### config.mk
export PLATFORM = sky130hd
export DESIGN_NAME = fb_write_scheduler_flat
export DESIGN_NICKNAME = d
export VERILOG_FILES = /design/src/rtl/fb_write_scheduler_if.sv /design/src/rtl/fb_write_scheduler.sv /design/src/flat_wrapper.sv
export SDC_FILE = /design/constraint.sdc
export NUM_CORES = 1
export LEC_CHECK = 0
export ABC_AREA = 1
export BUFFER_PORTS_ARGS = -buffer_cell sky130_fd_sc_hd__buf_2
export CORE_MARGIN = 3
export CORE_UTILIZATION = 40
export CTS_BUF_LIST = sky130_fd_sc_hd__clkbuf_8
export CTS_CLUSTER_DIAMETER = 60
export DETAILED_ROUTE_END_ITERATION = 8
export PLACE_DENSITY = 0.63
export SLEW_MARGIN = 5
export SYNTH_ARGS = -nofsm -noshare
export SYNTH_HDL_FRONTEND = slang
export SYNTH_SLANG_ARGS = --single-unit
### constraint.sdc
create_clock -name clk -period 1.9 [get_ports clk]
set_clock_uncertainty 0.15 [all_clocks]
set_input_delay 0.57 -clock clk [delete_from_list [all_inputs] [get_ports clk]]
set_output_delay 0.57 -clock clk [all_outputs]
set_load 0.03 [all_outputs]
### src/rtl/fb_write_scheduler_if.sv
// Frame-buffer write-port scheduling bus between the frame manager and the draw sources.
// The master side is the scheduler; the slave side is the frame manager / draw units.
interface fb_write_scheduler_if #(
    parameter int NUM_SOURCES = 2,
    parameter int SEL_WIDTH   = 1
);
    logic                   frame;
    logic [NUM_SOURCES-1:0] src_req;
    logic [NUM_SOURCES-1:0] src_done;
    logic [NUM_SOURCES-1:0] src_grant;
    logic [SEL_WIDTH-1:0]   write_source_sel;
    logic                   sched_busy;
    logic                   frame_done;
    logic [7:0]             overrun_cnt;
    logic                   timeout_flag;

    modport master (
        input  frame, src_req, src_done,
        output src_grant, write_source_sel, sched_busy,
        output frame_done, overrun_cnt, timeout_flag
    );

    modport slave (
        output frame, src_req, src_done,
        input  src_grant, write_source_sel, sched_busy,
        input  frame_done, overrun_cnt, timeout_flag
    );
endinterface

### src/rtl/fb_write_scheduler.sv
// Per-frame sequencer granting the shared frame-buffer write port to each requesting source.
// Optional per-grant watchdog enabled by defining FB_SCHED_WATCHDOG_EN.
module fb_write_scheduler #(
    parameter int NUM_SOURCES     = 2,
    parameter int SEL_WIDTH       = 1,
    parameter int WATCHDOG_CYCLES = 400000
) (
    input  logic                 clk,
    input  logic                 resetN,
    fb_write_scheduler_if.master bus
);
    typedef enum logic [1:0] {IDLE, CHECK, GRANT, NEXT} state_t;

    localparam logic [SEL_WIDTH-1:0] LAST = SEL_WIDTH'(NUM_SOURCES - 1);

    if ((2 ** SEL_WIDTH) < NUM_SOURCES || WATCHDOG_CYCLES < 2) begin : g_bad_params
        $error("fb_write_scheduler: inconsistent parameters");
    end

    state_t                 state, state_nx;
    logic [SEL_WIDTH-1:0]   idx, idx_nx;
    logic [NUM_SOURCES-1:0] grant_nx;
    logic [SEL_WIDTH-1:0]   sel_nx;
    logic                   busy_nx;
    logic                   fdone_nx;
    logic [7:0]             ovr_nx;
    logic                   wd_expire;

`ifdef FB_SCHED_WATCHDOG_EN
    localparam int WDW = $clog2(WATCHDOG_CYCLES);

    logic [WDW-1:0] wd_cnt;

    // Counter sits at zero outside GRANT, so it is clear on every grant entry.
    always_ff @(posedge clk) begin
        if (!resetN || state != GRANT)
            wd_cnt <= '0;
        else
            wd_cnt <= wd_cnt + 1'b1;
    end

    assign wd_expire = (state == GRANT) && !bus.src_done[idx] &&
                       (wd_cnt == WDW'(WATCHDOG_CYCLES - 1));

    always_ff @(posedge clk) begin
        if (!resetN)
            bus.timeout_flag <= 1'b0;
        else if (wd_expire)
            bus.timeout_flag <= 1'b1;
    end
`else
    assign wd_expire        = 1'b0;
    assign bus.timeout_flag = 1'b0;
`endif

    always_ff @(posedge clk) begin
        if (!resetN) begin
            state                <= IDLE;
            idx                  <= '0;
            bus.src_grant        <= '0;
            bus.write_source_sel <= '0;
            bus.sched_busy       <= 1'b0;
            bus.frame_done       <= 1'b0;
            bus.overrun_cnt      <= '0;
        end else begin
            state                <= state_nx;
            idx                  <= idx_nx;
            bus.src_grant        <= grant_nx;
            bus.write_source_sel <= sel_nx;
            bus.sched_busy       <= busy_nx;
            bus.frame_done       <= fdone_nx;
            bus.overrun_cnt      <= ovr_nx;
        end
    end

    always_comb begin
        state_nx = state;
        idx_nx   = idx;
        unique case (state)
            IDLE: begin
                if (bus.frame) begin
                    state_nx = CHECK;
                    idx_nx   = '0;
                end
            end
            CHECK: begin
                state_nx = bus.src_req[idx] ? GRANT : NEXT;
            end
            GRANT: begin
                if (bus.src_done[idx] || wd_expire)
                    state_nx = NEXT;
            end
            NEXT: begin
                if (idx == LAST) begin
                    state_nx = IDLE;
                end else begin
                    idx_nx   = idx + 1'b1;
                    state_nx = CHECK;
                end
            end
            default: state_nx = IDLE;
        endcase
    end

    // Output values for the next edge; all outputs leave through registers.
    always_comb begin
        grant_nx = '0;
        sel_nx   = bus.write_source_sel;
        busy_nx  = (state_nx != IDLE);
        fdone_nx = (state == NEXT) && (state_nx == IDLE);
        ovr_nx   = bus.overrun_cnt;
        if (state_nx == GRANT)
            grant_nx = NUM_SOURCES'(1) << idx;
        if (state == CHECK && state_nx == GRANT)
            sel_nx = idx;
        if (bus.frame && state != IDLE && bus.overrun_cnt != 8'hFF)
            ovr_nx = bus.overrun_cnt + 8'd1;
    end
endmodule
### src/flat_wrapper.sv
// flat-port wrapper written by rule: the top's interface ports become plain ports
module fb_write_scheduler_flat 
#(
    parameter int NUM_SOURCES     = 2,
    parameter int SEL_WIDTH       = 1,
    parameter int WATCHDOG_CYCLES = 400000
)
  (clk, resetN, bus_frame, bus_src_req, bus_src_done, bus_src_grant, bus_write_source_sel, bus_sched_busy, bus_frame_done, bus_overrun_cnt, bus_timeout_flag);
  fb_write_scheduler_if #(.NUM_SOURCES(NUM_SOURCES), .SEL_WIDTH(SEL_WIDTH)) bus_i ();
  input  logic clk;
  input  logic resetN;
  input wire logic [$bits(bus_i.frame)-1:0] bus_frame;
  input wire logic [$bits(bus_i.src_req)-1:0] bus_src_req;
  input wire logic [$bits(bus_i.src_done)-1:0] bus_src_done;
  output wire logic [$bits(bus_i.src_grant)-1:0] bus_src_grant;
  output wire logic [$bits(bus_i.write_source_sel)-1:0] bus_write_source_sel;
  output wire logic [$bits(bus_i.sched_busy)-1:0] bus_sched_busy;
  output wire logic [$bits(bus_i.frame_done)-1:0] bus_frame_done;
  output wire logic [$bits(bus_i.overrun_cnt)-1:0] bus_overrun_cnt;
  output wire logic [$bits(bus_i.timeout_flag)-1:0] bus_timeout_flag;
  assign bus_i.frame = bus_frame;
  assign bus_i.src_req = bus_src_req;
  assign bus_i.src_done = bus_src_done;
  assign bus_src_grant = bus_i.src_grant;
  assign bus_write_source_sel = bus_i.write_source_sel;
  assign bus_sched_busy = bus_i.sched_busy;
  assign bus_frame_done = bus_i.frame_done;
  assign bus_overrun_cnt = bus_i.overrun_cnt;
  assign bus_timeout_flag = bus_i.timeout_flag;
  fb_write_scheduler #(.NUM_SOURCES(NUM_SOURCES), .SEL_WIDTH(SEL_WIDTH), .WATCHDOG_CYCLES(WATCHDOG_CYCLES)) u_core (.clk(clk), .resetN(resetN), .bus(bus_i));
endmodule
# After elaboration in Yosys (flattened, before gate mapping)
# Cells that the tools add are included.
[totals] reg_bits=16
[op_classes] addsub=2 magnitude_cmp=1 n_eq_ne=6 n_shift=1 n_mux=12 n_reduce_logical=11
[op_table] op="$add A8 B1 Y8 const B" count=1
[op_table] op="$mux W1" count=8
[op_table] op="$ne A8 B8 Y1 const B" count=1
[op_table] op="$pmux W2 S4" count=1
[op_table] op="$eq A2 B2 Y1 const B" count=3
[op_table] op="$reduce_bool A2 Y1" count=3
[op_table] op="$logic_and A1 B1 Y1" count=4
[op_table] op="$logic_not A2 Y1" count=2
[op_table] op="$mux W2" count=2
[op_table] op="$reduce_and A2 Y1" count=2
[op_table] op="$eq A2 B1 Y1 const B" count=1
[op_table] op="$lt A1 B2 Y1 const B" count=1
[op_table] op="$ne A2 B2 Y1 const B" count=1
[op_table] op="$pmux W1 S2" count=1
[op_table] op="$shl A1 B1 Y2 const A" count=1
[op_table] op="$add A1 B1 Y1 const B" count=1

# Logic depth before layout (Yosys ltp)
# Gate-level depths: netlist (run 1).
[depth] ltp_word=6 depth_mapped=10

# Worst setup path before layout (run 1)
# No wires, ideal clock.
[synth_timing] path_type="register to register" from="register u_core.bus.overrun_cnt[1]" to="register u_core.bus.overrun_cnt[1]" arrival_time_ns=1.466 slack_ns=0.168 path_stages_with_launch=9 path_buffers=0 synth_period_minus_slack_ns=1.732 cell_sequence="dfxtp_1 ha_1 inv_1 nor3_2 nand3_2 nand2_4 inv_2 nor2_1 nor2_1"
[synth_between] elab_chain_cells=2 elab_cells_between_ends=3 cone_classes="1 x add/sub; 1 x eq/ne; 1 x reduce/logical"
[synth_rtl] item="from (decl)" line_no="fb_write_scheduler_if.sv:20" source="output frame_done, overrun_cnt, timeout_flag"
[synth_rtl] item="from (signal assigned)" line_no="fb_write_scheduler.sv:72" source="bus.overrun_cnt <= ovr_nx;"
[synth_rtl] item="parallel branches: the longest is 2 deep, another holds $add A8 B1 Y8"
# Parallel ways; which one is timed is not known.
# A chain may end at the register's enable or synchronous reset.

# Worst setup path after layout (run 1)
# Ends and elaborated chain as after synthesis.

==> flow_metrics.tcl, run 1 <==
set metrics [dict create \
    status "complete, no violations" \
    drt-vias-per-instance 4.54 \
    power-per-cell-area_nw_per_um2 1200 \
    min_period_ns 1.64 \
    fmax_mhz 610 \
    hpwl_um 1220 \
    max-cap-violations 0 \
    cts_sinks 16 \
    wl_met1_um 831 \
    start_util 0.446 \
    wl_met2_um 613 \
    worstPathArrival_ns 1.63 \
    gp_congestion 0.857 \
    cts_resized 0 \
    syn_avg_cell_area_um2 7.30 \
    setup_viol 0 \
    die_height_um 50.8 \
    ys_top_cells_by_area "dfxtp_1 40%, nand2_1 17%, ha_1 7.8%" \
    die_w_um 50.8 \
    timing.final.crit_share 0.863 \
    syn_area_um2 803 \
    start_kind "flip-flop" \
    numCtsBuffers 3 \
    synthTopCellsByCount "36 x nand2_1, 16 x dfxtp_1, 12 x inv_1" \
    synth_seq_area_share 0.399 \
    drive_above_1_share 0.212 \
    yosysWarnings 0 \
    num_io_pins 21 \
    drc 0 \
    area_growth_pct 21.7 \
    finalPower_uw 1170 \
    antenna_found_initial 0 \
    max-vdd-ir-drop_v 0.000740 \
    grt_max_degree 11 \
    worstPathRequired_ns 1.89 \
    critical-path-slowest-cell "dfxtp_1" \
    grt_setup_unrepaired "no" \
    ctsHoldBuffers 0 \
    hold_violations 0 \
    route.met3.wl_um 88 \
    path_clk_slew_ns 0.06 \
    cts_root_buffer "clkbuf_8" \
    drt_wl_total_um 1560 \
    multi_input_area_um2 423 \
    num-fill-cells 190 \
    num_rows 15 \
    ys_ff_latch 16 \
    synth_cells 110 \
    wire_per_inst_um 9.91 \
    yosysUniqueCellTypes 23 \
    yosys_most_used_dff "dfxtp_1" \
    diodes 0 \
    path_buf_inv 2 \
    core_area_um2 1800 \
    yosys.cell_count.top_type "nand2_1" \
    hold_path.class "flip-flop to flip-flop" \
    synth_top_area_frac 0.399 \
    drtPass1Iterations 4 \
    dieArea_um2 2580 \
    critPathTopFamily "simple AND/OR/NAND/NOR gates" \
    synth_top_area_cell "dfxtp_1" \
    grt_pass1_wl_um 2760 \
    final.setup.tns_ns 0 \
    r2r_slack_ns 0.26 \
    cts_max_level 1 \
    cpMostUsedCell "nor2_1" \
    routed.top_layer "met4" \
    path_cells "ha_1 -> inv_1 -> nor3_2 -> nand3_2 -> nand2_4 -> inv_2 -> nor2_1 -> nor2_1" \
    grt.overflow.total 0 \
    critical-path-max-stage-delay_ns 0.38 \
    p_leak_uw 0.000492 \
    drtAntennaViolNets 0 \
    seq_area_um2 320 \
    nets 145 \
    track_usage 0.141 \
    synthArstFlopShare 0 \
    initialDrtViolationCount 13 \
    synth_edf_count 0 \
    synth_nets 122 \
    drv_slew 0 \
    path_max_fanout 10 \
    cts_tree "built" \
    grt_pass1_vias 664 \
    port_buffers 19 \
    clk_latency_ns 0.25 \
    end_kind "flip-flop" \
    cts.path.max_buffers 2 \
    cts_setup_buffers 0 \
    crit_type "flip-flop to flip-flop" \
    vias 713 \
]
## area by class of cell
| cell class | instances | area share |
|---|---|---|
| clock buffer | 4 | 0.0563 |
| timing repair buffer | 19 | 0.0973 |
| sequential | 16 | 0.328 |
| tap | 25 | 0.0320 |
| multi-input combinational | 79 | 0.433 |
| inverter | 14 | 0.0538 |
## logic make-up after synthesis
kind of cell,count (synthesis),synth area share
buffers and inverters,15,0.0748
xor gates and xnor gates,6,0.0654
adders and majority gates,5,0.0779
DFF,16,0.399
AOI/OAI and AO/OA,14,0.0981
and+or+nand+nor,53,0.280
other,1,0.00467
## final timing paths
check / start / to / cells past startpoint
worst max-delay path: u_core.bus.overrun_cnt[1]$_SDFFE_PN0P_ / u_core.bus.overrun_cnt[1]$_SDFFE_PN0P_ / 8
worst min-delay path: u_core.idx$_SDFFE_PN0P_ / u_core.bus.src_grant[0]$_SDFF_PN0_ / 1
worst max register to register: u_core.bus.overrun_cnt[1]$_SDFFE_PN0P_ / u_core.bus.overrun_cnt[1]$_SDFFE_PN0P_ / 8
worst min register to register: u_core.idx$_SDFFE_PN0P_ / u_core.bus.src_grant[0]$_SDFF_PN0_ / 1
## metal layers
metal	global-route usage	vias up
li1	-	384
met1	0.193	308
met4	0.0404	0
met5	0	-
met2	0.202	17
met3	0.0554	4
## power by group
| part | internal (uW) | leakage [uW] | switching, uW |
|---|---|---|---|
| clock network | 184 | 0.0000288 | 111 |
| logic | 140 | 0.000333 | 304 |
| registers | 395 | 0.000130 | 35.8 |
## per-stage QoR
| stage | hold WS [ns] | setup WS [ns] | instances | cell area (um2) | util |
|---|---|---|---|---|---|
| after floorplan | 0.276 | 0.168 | 110 | 803 | - |
| after global placement | 0.302 | 0.316 | 153 | 922 | 0.512 |
| after detailed placement | 0.317 | 0.282 | 153 | 922 | 0.512 |
| after CTS | 0.332 | 0.256 | 157 | 977 | 0.542 |
| after global routing | 0.360 | 0.109 | 157 | 977 | 0.542 |
| final | 0.321 | 0.260 | 157 | 977 | 0.542 |
## placed cells by master, fill, tap and decap left out
cell type / netlist / final
nand2_1: 36 / 36
buf_2: 0 / 19
dfxtp_1: 16 / 16
inv_1: 12 / 12
nor2_1: 11 / 11
a21oi_1: 8 / 8
xor2_1: 5 / 5
ha_1: 5 / 5
clkbuf_8: 0 / 4
o21ai_0: 2 / 2
o21ai_2: 1 / 1
nand3_1: 1 / 1
nor3_2: 1 / 1
nand3_2: 1 / 1
nand2_4: 1 / 1
inv_2: 1 / 1
clkinv_1: 1 / 1
o21ai_1: 1 / 1
o211ai_1: 1 / 1
o31ai_1: 1 / 1
nor3_1: 1 / 1
xnor2_1: 1 / 1
nor3b_1: 1 / 1
conb_1: 1 / 1
## registers in the layout, indices dropped and copies added, names as in the netlist
| name | flops |
|---|---|
| u_core.bus.overrun_cnt | 8 |
| u_core.bus.src_grant | 2 |
| u_core.idx | 1 |
| u_core.bus.frame_done | 1 |
| u_core.state | 2 |
| u_core.bus.sched_busy | 1 |
| u_core.bus.write_source_sel | 1 |
No activity file was read; power rests on OpenSTA's default activity.
==> inputs of run 2 (changes only) <==
Settings changed: REMOVE_ABC_BUFFERS from default to 1, SLEW_MARGIN 5 to default.
==> run 2 against run 1 <==
Non-clock buffer count did not move. Largest cell class unchanged. Setup slack got worse by 0.0085 ns. Hold slack improved by 0.0060 ns. Clock power rose by 5%. Final cell count did not move. Via count fell by 0.70%. Global-route usage fell by 0.11 points. Critical endpoint unchanged. Core utilization did not move. Fmax fell by 0.51%. Sequential share of layout area did not move. Largest power group unchanged. Power rose by 1.1%. Critical path depth did not move.
==> flow_metrics.tcl, run 2 (synthesis results as in run 1) <==
set metrics [dict create \
    track_usage 0.140 \
    ctsHoldBuffers 0 \
    cts_resized 0 \
    worstPathArrival_ns 1.64 \
    cts_max_level 1 \
    seq_area_um2 320 \
    drt_wl_total_um 1590 \
    grt_pass1_wl_um 2720 \
    cts_setup_buffers 0 \
    die_w_um 50.8 \
    timing.final.crit_share 0.868 \
    drt-vias-per-instance 4.51 \
    end_kind "flip-flop" \
    path_clk_slew_ns 0.07 \
    vias 708 \
    cts_root_buffer "clkbuf_8" \
    area_growth_pct 21.7 \
    final_util 0.542 \
    drtPass1Iterations 4 \
    final.setup.tns_ns 0 \
    dieArea_um2 2580 \
    regMostFlops "u_core.bus.overrun_cnt" \
    grt.overflow.total 0 \
    antenna_found_initial 0 \
    worstPathRequired_ns 1.90 \
    cts.path.max_buffers 2 \
    numCtsBuffers 3 \
    setup_viol 0 \
    largestRegisters "u_core.bus.overrun_cnt: 8 flops, u_core.bus.src_grant: 2 flops, u_core.state: 2 flops" \
    diodes 0 \
    status "complete, no violations" \
    clk_latency_ns 0.25 \
    fmax_mhz 606 \
    grt_setup_unrepaired "no" \
    power-per-cell-area_nw_per_um2 1210 \
    crit_type "flip-flop to flip-flop" \
    gp_congestion 0.847 \
    start_util 0.446 \
    initialDrtViolationCount 5 \
    grt_pass1_vias 614 \
    cts_sinks 16 \
    layout_commonest_cell "nand2_1" \
    p_leak_uw 0.000492 \
    core_area_um2 1800 \
    layout_common_cells "36 x nand2_1, 19 x buf_2, 16 x dfxtp_1, 12 x inv_1, 11 x nor2_1" \
    grt_max_degree 11 \
    drtAntennaViolNets 0 \
    hold_violations 0 \
    path_max_fanout 10 \
    num_rows 15 \
    max-vdd-ir-drop_v 0.000714 \
    port_buffers 19 \
    drv_slew 0 \
    num-fill-cells 191 \
    hold_path.class "flip-flop to flip-flop" \
    num_io_pins 21 \
    drive_above_1_share 0.212 \
    die_height_um 50.8 \
    min_period_ns 1.65 \
    nets 145 \
    hpwl_um 1210 \
    largest_reg_flops 8 \
    drc 0 \
    wire_per_inst_um 10.2 \
    multi_input_area_um2 423 \
    max-cap-violations 0 \
    cts_tree "built" \
    start_kind "flip-flop" \
]
==> run 2: cell counts in the layout (fill, tap and decap cells not counted) <==
No cell type changed its count.
==> run 2: metal layers <==
metal	up-vias	global-route usage	routed length (um)
met1	310	0.188	786
li1	381	-	-
met3	4	0.0408	80
met2	13	0.209	704
met5	-	0	0
met4	0	0.0538	23
==> run 2: final cells by class <==
class                   count  area share
multi-input cells          79       0.433
flip-flops and latches     16       0.328
repair buffers             19      0.0973
clock buffers               4      0.0563
inverters                  14      0.0538
well taps                  25      0.0320
==> run 2: worst paths after layout <==
kind	slack (ns)	endpoint	from	depth (start not counted)
setup reg to reg	0.25	u_core.bus.overrun_cnt[1]$_SDFFE_PN0P_	u_core.bus.overrun_cnt[1]$_SDFFE_PN0P_	8
setup / recovery	0.25	u_core.bus.overrun_cnt[1]$_SDFFE_PN0P_	u_core.bus.overrun_cnt[1]$_SDFFE_PN0P_	8
hold / removal	0.33	u_core.bus.src_grant[0]$_SDFF_PN0_	u_core.idx$_SDFFE_PN0P_	1
hold reg to reg	0.33	u_core.bus.src_grant[0]$_SDFF_PN0_	u_core.idx$_SDFFE_PN0P_	1
==> run 2: through the flow <==
stage               setup WS (ns)  instance area (um2)  instances  power (uW)  hold WS, ns
finish                      0.251                  977        157        1180        0.327
global route               0.0909                  977        157        1270        0.359
CTS                         0.217                  977        157        1200        0.329
detailed placement          0.231                  922        153         886        0.310
global placement            0.271                  922        153         878        0.308
floorplan                   0.168                  796        109         776        0.276
==> run 2: power by group <==
part           switching, uW  internal [uW]  total [uW]
sequential              34.7            394         429
combinational            305            140         445
clock                    125            184         308
total                    464            718        1180
==> run 2: critical path, stage by stage (launching register included) <==
cell	delay, ns
dfxtp_1	0.38
ha_1	0.21
inv_1	0.07
nor3_2	0.24
nand3_2	0.12
nand2_4	0.14
inv_2	0.09
nor2_1	0.09
nor2_1	0.05
==> inputs of run 3 (changes only) <==
Settings changed: CORE_ASPECT_RATIO from default to 0.75.
==> run 3 against run 2 <==
Register-to-register slack about the same. Combinational power up 2%. Global-route usage fell by 0.84 points. Fmax barely moved. Non-clock buffer count unchanged. Clock power fell by 22%. Final area down 1.8%. Core utilization decreased by 1.6 points. Critical endpoint unchanged. Largest cell class unchanged. Highest routed layer unchanged.
==> flow_metrics.tcl, run 3 (synthesis results as in run 1) <==
set metrics [dict create \
    seq_area_um2 320 \
    wire_per_inst_um 10.2 \
    drv_slew 0 \
    r2r_slack_ns 0.25 \
    vias 690 \
    final_area_um2 960 \
    min_to "u_core.bus.src_grant[0]$_SDFF_PN0_" \
    hold_path.class "flip-flop to flip-flop" \
    path_cells "ha_1 -> inv_1 -> nor3_2 -> nand3_2 -> nand2_4 -> inv_2 -> nor2_1 -> nor2_1" \
    timing.final.crit_share 0.867 \
    fmax_mhz 607 \
    largestRegisters "u_core.bus.overrun_cnt: 8 flops, u_core.bus.src_grant: 2 flops, u_core.state: 2 flops" \
    grt.overflow.total 0 \
    grt_pass1_wl_um 2550 \
    largest_reg_flops 8 \
    rr_worst_depth 8 \
    min_period_ns 1.65 \
    area_growth_pct 19.5 \
    end_kind "flip-flop" \
    multi_input_area_um2 423 \
    layout_common_cells "36 x nand2_1, 19 x buf_2, 16 x dfxtp_1, 12 x inv_1, 11 x nor2_1" \
    clk_latency_ns 0.24 \
    finalPower_uw 1120 \
    cts_setup_buffers 0 \
    initialDrtViolationCount 12 \
    setup_ws_ns 0.252 \
    dieArea_um2 2590 \
    hold_violations 0 \
    cpMostUsedCell "nor2_1" \
    drc 0 \
    path_buf_inv 2 \
    min_from "u_core.idx$_SDFFE_PN0P_" \
    max-vdd-ir-drop_v 0.000696 \
    drt_wl_total_um 1570 \
    cts_sinks 16 \
    num-fill-cells 186 \
    diodes 0 \
    port_buffers 19 \
    final.setup.tns_ns 0 \
    gp_congestion 0.823 \
    drt-vias-per-instance 4.51 \
    r2r_end "u_core.bus.overrun_cnt[1]$_SDFFE_PN0P_" \
    critPathTopFamily "simple AND/OR/NAND/NOR gates" \
    cts.path.max_buffers 2 \
    grt_pass1_vias 573 \
    status "complete, no violations" \
    max-cap-violations 0 \
    cts_resized 0 \
    regMostFlops "u_core.bus.overrun_cnt" \
    setup_viol 0 \
    cts_max_level 1 \
    nets 145 \
    place_area_um2 918 \
    layout_commonest_cell "nand2_1" \
    power-per-cell-area_nw_per_um2 1170 \
    path_clk_slew_ns 0.06 \
    p_leak_uw 0.000485 \
    worstPathRequired_ns 1.89 \
    grt_max_degree 11 \
    critical-path-max-stage-delay_ns 0.37 \
    num_io_pins 21 \
    drive_above_1_share 0.206 \
    cts_tree "built" \
    r2r_start "u_core.bus.overrun_cnt[1]$_SDFFE_PN0P_" \
    cts_root_buffer "clkbuf_8" \
    core_area_um2 1820 \
    hold_depth 1 \
    numCtsBuffers 3 \
    grt_setup_unrepaired "no" \
    hpwl_um 1220 \
    crit_type "flip-flop to flip-flop" \
    die_w_um 57.7 \
    ctsHoldBuffers 0 \
    die_height_um 44.8 \
    start_util 0.441 \
    drtPass1Iterations 4 \
    track_usage 0.131 \
    pre_cts_ws_ns 0.250 \
    start_kind "flip-flop" \
    num_rows 13 \
    path_max_fanout 10 \
    antenna_found_initial 0 \
    drtAntennaViolNets 0 \
    worstPathArrival_ns 1.63 \
    critical-path-slowest-cell "dfxtp_1" \
]
[run 3: changes by cell type in the layout (fill, tap and decap cells not counted), sizes merged]
cell and delta:
clkbuf -1
[run 3: per-stage QoR]
step                hold WS, ns   util  std cells
global placement          0.303  0.504        150
CTS                       0.315  0.527        153
floorplan                 0.276      -        109
detailed placement        0.302  0.504        150
finish                    0.314  0.527        153
global route              0.349  0.527        153
[run 3: cell type report]
type | instances | area share
Multi-Input combinational cell | 79 | 0.441
Clock buffer | 3 | 0.0430
Sequential cell | 16 | 0.334
Timing Repair Buffer | 19 | 0.0991
Inverter | 14 | 0.0548
Tap cell | 22 | 0.0287
[run 3: report_power, final]
part	leakage (uW)	switching, uW	internal [uW]
combinational	0.000333	312	140
sequential	0.000130	34.8	395
clock	0.0000216	100	140
[run 3: layer usage]
metal	part of all wire	vias to the layer above	track usage
met1	0.53	290	0.187
met4	0.0051	0	0.0417
met2	0.39	16	0.176
met3	0.073	2	0.0571
met5	0	-	0
li1	-	382	-
[run 3: how the worst max path moves through the flow]
| stage | startpoint | endpoint | slack, ns | cells after the start |
|---|---|---|---|---|
| after floorplan | u_core.bus.overrun_cnt[1]$_SDFFE_PN0P_ | u_core.bus.overrun_cnt[1]$_SDFFE_PN0P_ | 0.17 | 8 |
| after global placement | u_core.bus.overrun_cnt[1]$_SDFFE_PN0P_ | u_core.bus.overrun_cnt[1]$_SDFFE_PN0P_ | 0.27 | 8 |
| after detailed placement | u_core.bus.overrun_cnt[1]$_SDFFE_PN0P_ | u_core.bus.overrun_cnt[1]$_SDFFE_PN0P_ | 0.25 | 8 |
| after CTS | u_core.bus.overrun_cnt[1]$_SDFFE_PN0P_ | u_core.bus.overrun_cnt[1]$_SDFFE_PN0P_ | 0.24 | 8 |
| after global routing | u_core.bus.overrun_cnt[1]$_SDFFE_PN0P_ | u_core.bus.overrun_cnt[7]$_SDFFE_PN0P_ | 0.11 | 8 |
| final | u_core.bus.overrun_cnt[1]$_SDFFE_PN0P_ | u_core.bus.overrun_cnt[1]$_SDFFE_PN0P_ | 0.25 | 8 |
[run 3: worst reg2reg max path: stages (launching register included)]
cell	delay, ns
dfxtp_1	0.37
ha_1	0.20
inv_1	0.07
nor3_2	0.25
nand3_2	0.12
nand2_4	0.14
inv_2	0.09
nor2_1	0.10
nor2_1	0.05
